**config.mk**
```make
export PLATFORM = sky130hd
export DESIGN_NAME = datamemory_param
export DESIGN_NICKNAME = d
export VERILOG_FILES = /design/src/rtl/datamemory_param.sv
export SDC_FILE = /design/constraint.sdc
export NUM_CORES = 2
export LEC_CHECK = 0
export BUFFER_PORTS_ARGS = -buffer_cell sky130_fd_sc_hd__buf_4
export CAP_MARGIN = 10
export CORE_ASPECT_RATIO = 1.1
export CORE_MARGIN = 2
export CORE_UTILIZATION = 40
export DETAILED_ROUTE_END_ITERATION = 16
export GPL_TIMING_DRIVEN = 0
export PLACE_DENSITY_LB_ADDON = 0.25
export SYNTH_ARGS = -nofsm -noshare
export SYNTH_HDL_FRONTEND = slang
export SYNTH_HIERARCHICAL = 1
export SYNTH_SLANG_ARGS = --single-unit
export TNS_END_PERCENT = 30
```
**constraint.sdc**
```tcl
create_clock -name clk -period 3.8 [get_ports clk]
set_input_delay 0.38 -clock clk [delete_from_list [all_inputs] [get_ports clk]]
set_output_delay 0.38 -clock clk [all_outputs]
set_load 0.02 [all_outputs]
```
**src/rtl/datamemory_param.sv**
```systemverilog
// datamemory_param: MEM-stage data memory with byte/word loads and stores.
//
// The EX-stage result (ans_ex) is used as a byte address. The array is split
// into LANES byte-wide banks so that a byte store only enables one bank and the
// other lanes of the word keep their contents. Results are registered and
// appear one clock after the inputs.
//
// Ports:
//   clk            rising-edge clock
//   reset          asynchronous active-low reset (clears outputs, not the array)
//   ans_ex         ALU result: byte address, or pass-through value
//   DM_data        store data (byte stores use DM_data[7:0])
//   mem_rw_ex      0=load, 1=store
//   mem_en_ex      memory access enable
//   mem_size_ex    0=byte, 1=full word
//   mem_sext_ex    byte load: 1=sign-extend, 0=zero-extend
//   mem_mux_sel_dm 1=ans_dm from memory path, 0=ans_dm <= ans_ex
//   ans_dm         registered result to writeback
//   mem_valid_dm   one-cycle pulse after an accepted access
//   mem_err_dm     one-cycle pulse after a faulting access

// One byte-wide bank. Read is combinational; the top registers the result.
module datamemory_lane #(
  parameter int ADDR_W = 8
) (
  input  logic              clk,
  input  logic              we,
  input  logic [ADDR_W-1:0] addr,
  input  logic [7:0]        wdata,
  output logic [7:0]        rdata
);
  logic [7:0] mem [2**ADDR_W];

  always_ff @(posedge clk)
    if (we) mem[addr] <= wdata;

  assign rdata = mem[addr];
endmodule

module datamemory_param #(
  parameter int DATA_W        = 16,
  parameter int ADDR_W        = 8,
  parameter int PASS_ON_WRITE = 0
) (
  input  logic              clk,
  input  logic              reset,
  input  logic [DATA_W-1:0] ans_ex,
  input  logic [DATA_W-1:0] DM_data,
  input  logic              mem_rw_ex,
  input  logic              mem_en_ex,
  input  logic              mem_size_ex,
  input  logic              mem_sext_ex,
  input  logic              mem_mux_sel_dm,
  output logic [DATA_W-1:0] ans_dm,
  output logic              mem_valid_dm,
  output logic              mem_err_dm
);
  localparam int LANES  = DATA_W / 8;
  localparam int LB     = $clog2(LANES);
  localparam int STAGES = 1;

  logic [LB-1:0]          lane;
  logic [ADDR_W-1:0]      idx;
  logic                   oor, misal, bad, fault, acc_ok, wr_ok;
  logic [LANES-1:0][7:0]  rd;
  logic [7:0]             rbyte;
  logic [DATA_W-1:0]      ld_data, ans_nxt;
  logic [STAGES:1]        vld_pipe;

  assign lane  = ans_ex[LB-1:0];
  assign idx   = ans_ex[LB +: ADDR_W];
  // Any address bit above the word index means the access is out of range.
  assign oor   = |(ans_ex >> (LB + ADDR_W));
  assign misal = mem_size_ex & (lane != '0);
  assign bad   = oor | misal;
  assign fault = mem_en_ex & bad;
  assign acc_ok = mem_en_ex & ~bad;
  // Gating with reset drops a store whose edge lands while reset is low.
  // mem_en_ex is ANDed first so X on other inputs cannot raise a write enable.
  assign wr_ok = mem_en_ex & mem_rw_ex & ~bad & reset;

  for (genvar i = 0; i < LANES; i++) begin : g_lane
    logic       we;
    logic [7:0] wd;
    assign we = wr_ok & (mem_size_ex | (lane == LB'(i)));
    assign wd = mem_size_ex ? DM_data[8*i +: 8] : DM_data[7:0];
    datamemory_lane #(.ADDR_W(ADDR_W)) u_lane (
      .clk   (clk),
      .we    (we),
      .addr  (idx),
      .wdata (wd),
      .rdata (rd[i])
    );
  end

  assign rbyte   = rd[lane];
  assign ld_data = mem_size_ex ? DATA_W'(rd)
                               : {{(DATA_W-8){mem_sext_ex & rbyte[7]}}, rbyte};

  always_comb begin
    ans_nxt = ans_dm;
    if (!mem_mux_sel_dm)  ans_nxt = ans_ex;
    else if (fault)       ans_nxt = '0;
    else if (mem_en_ex) begin
      if (!mem_rw_ex)               ans_nxt = ld_data;
      else if (PASS_ON_WRITE != 0)  ans_nxt = DM_data;
    end
  end

  always_ff @(posedge clk or negedge reset) begin
    if (!reset) begin
      ans_dm      <= '0;
      vld_pipe[1] <= 1'b0;
      mem_err_dm  <= 1'b0;
    end else begin
      ans_dm      <= ans_nxt;
      vld_pipe[1] <= acc_ok;
      mem_err_dm  <= fault;
    end
  end

  assign mem_valid_dm = vld_pipe[STAGES];
endmodule
```
==> impl_results.md <==
* Slowest stage delay, CP at about 0.80 ns
* Top cells by count, synth: edfxtp_1 (4096), mux4_2 (1024), a22oi_1 (512)
* Post-synth top area share at 0.779
* Clk_skew at around 0.042 ns
* LEAKAGE at 54.6 nW
* Hold slack at -0.000877 ns
* Failing checks: negative hold slack, negative setup slack
* Final worst slack at -0.182 ns
* R2R depth at 7
* Total GRT Usage at 0.223
* Initial DRC Count at 10700
* Pins Over Slew Limit at 0
* Core area at between 300000 and 400000 sq um
* Clock buffer depth at 4
* Root Driver: clkbuf_16
* Final setup fails at 264
* Final Hold Viols at 2
* Detail Placement HPWL at 300 mm
* Buffers on Ports at 55
* Slew HR at 0.107
* Top_reg_cell synth: edfxtp_1
* Post-synth ARST share at 0.00438
* Number of max-cap violations at 0
* Synthesized instance count at a little over 7000
* Area Growth Syn to Fin at 14.4%
* Ys Warns at 6
* Rows at 242
* GP Congestion at 0.957
* Starting Density at 0.401
* Worst Hold Depth at 1
* Syn_area_per_cell at 21.9 sq um
* Required @ worst endpoint at 4.60 ns
* Setup CP Type: input pin to flop
* Final period util at 1.05
* DRC viols at 0
* ANT nets after route at 0
* Run status: complete, but fails checks
* Syn_nets at 7258
* Cell Pwr Density at 521 nW/um^2
* Via-to-Cell Ratio at 5.98
* Grt total ovfl at 0
* Tightest Pin Transition at 1.33 ns
* Tmin final at 3.98 ns
* Class of the worst hold path: input pin to flop
* Fin Setup TNS at -12.08 ns
* Largest net degree at the start of global routing at 150
* Die W at 603 um
* Count leader, synth: edfxtp_1
* Leading area contributor after synthesis: edfxtp_1
* Clock Sinks at 4114
* Share of cells above drive strength 1 at 0.282
* Synth Register Bits at approximately 4000
* Die ar. at 400000 sq um
* Worst setup SP type: input pin
* Vias at between 80000 and 90000
* Area of the mapped netlist at 158000 sq um
* Final net count at 7840
* Global-route wire length before repair at 626 mm
* Distinct cell type count after synthesis at 34
* DRT Wirelength at about 450 mm
* Maximum clock rate at ~250 MHz
* DR WL/cell at between 30 and 40 um
* Initial antenna violation count at 30
* Crit Path Max Fanout at 10
* Vias in the first global route at between 70000 and 80000
* Critical Path Slowest Stage Cell: o41ai_1
* H-tree depth at 5
* Number of synthesized flops with an enable pin at 4096
* CTS tree: done
* Die span in y at 663 um
* Drt pass-1 iters at 6
* Worst EP arrival at 4.78 ns
* Setup crit end kind: flop
* Cell breakdown of the critical path: buf_4 > buf_4 > buf_6 > buf_6 > mux4_2 > a22oi_1 > a21oi_1 > o41ai_1 > nand4_1 > nor2b_2 > o21ai_2
* Main area contributors after synthesis: edfxtp_1 (78%), mux4_2 (15%), a22oi_1 (2.4%)
* Clock latency on the worst-skew pair at 0.94 ns
* CTS buffer count at 396
* Reg clk slew, reported paths at around 0.070 ns
* Seq/Total Area, Yosys at 0.782
* Maximum VDD drop at 0.473 mV
* RSZ-0062 raised after global routing: true
* Num ports at 57
## layout make-up
class,instances,area (sq um)
flip-flops and latches,4114,123000
multi-input cells,2620,33200
well taps,5246,6560
diodes,14,35.0
fillers,32600,213000
inverters,11,41.3
plain buffers,474,2620
clock inverters,236,2260
clock buffers,479,10300
repair buffers,184,2090
## repair_timing
action / CTS / global route
hold buffers: 35 / 1
endpoints found under the setup margin: 2942 / 673
resized for setup: 331 / 162
pin swaps: 8 / 1
setup buffers: 13 / 0
endpoints found under the hold margin: 162 / 3
## cell families after synthesis
logic type / count (synthesis) / synth area share
AO/OA/AOI/OAI: 872 / 0.0378
flip-flops: 4114 / 0.782
AND/OR/NAND/NOR: 707 / 0.0189
multiplexers: 1041 / 0.147
buffers and inverters: 485 / 0.0144
## flip-flops by register name, indices dropped and copies added, names as in the netlist
register           flops
mem_err_dm             1
ans_dm                16
mem_valid_dm           1
g_lane.u_lane/mem   4096
## critical path: cells and delay by family
family | cells | cell delay [ns]
simple gates | 2 | 1.05
compound gates | 4 | 1.69
buf+inv | 4 | 1.02
mux | 1 | 0.56
## metrics by stage
stage	util	power, mW	setup WS [ns]	std cells	cell area [sq um]
after global placement	0.419	55.9	-3.64	12500	165000
after CTS	0.457	94.6	-0.115	13300	180000
after global routing	0.458	96.5	-0.172	13400	181000
final	0.458	94.1	-0.182	13400	181000
after detailed placement	0.422	55.9	-3.30	12600	166000
after floorplan	-	53.6	0.373	7219	158000
## cells in the final DEF, fill, tap and decap left out, drive strengths merged, types with 5 or more instances in the layout
| master | instances |
|---|---|
| edfxtp | 4096 |
| mux4 | 1024 |
| clkbuf | 801 |
| a22oi | 512 |
| nor2 | 477 |
| buf | 296 |
| a21oi | 274 |
| clkinv | 167 |
| o41ai | 64 |
| nor3 | 61 |
| nand2 | 58 |
| bufinv | 40 |
| dlygate4sd3 | 35 |
| nand3 | 28 |
| nand2b | 27 |
| nor2b | 23 |
| inv | 22 |
| dfrtp | 18 |
| clkinvlp | 18 |
| nand4 | 16 |
| diode | 14 |
| mux2 | 12 |
| o21ai | 11 |
| and2 | 6 |
| mux2i | 5 |
| o221ai | 5 |
## report_power, final
part	leakage, nW	internal, mW	switching, mW	total [mW]
logic	11.4	1.59	3.46	5.05
clock network	6.15	22.1	16.8	38.9
registers	37.0	50.1	0.0331	50.1
total	54.6	73.8	20.3	94.1
## path summary, 6_finish.rpt
kind	startpoint	end	slack, ns
worst max-delay path	ans_ex[1]	ans_dm[12]	-0.18
worst min-delay path	DM_data[3]	g_lane[0].u_lane/mem[124][3]	-0.0009
worst max register to register	g_lane[1].u_lane/mem[59][4]	ans_dm[12]	0.03
worst min register to register	ans_dm[8]	ans_dm[8]	0.57
max in group asynchronous	reset	ans_dm[2]	3.08
min in group asynchronous	reset	ans_dm[13]	0.53
## metal layers
metal  vias up  track usage  part of all wire
met5         -            0           0.00011
met4         8       0.0757             0.038
met3       763       0.0596              0.10
met2      4003        0.345              0.46
met1     43400        0.307              0.40
li1      31800            -                 -
No activity file was read; power rests on OpenSTA's default activity.
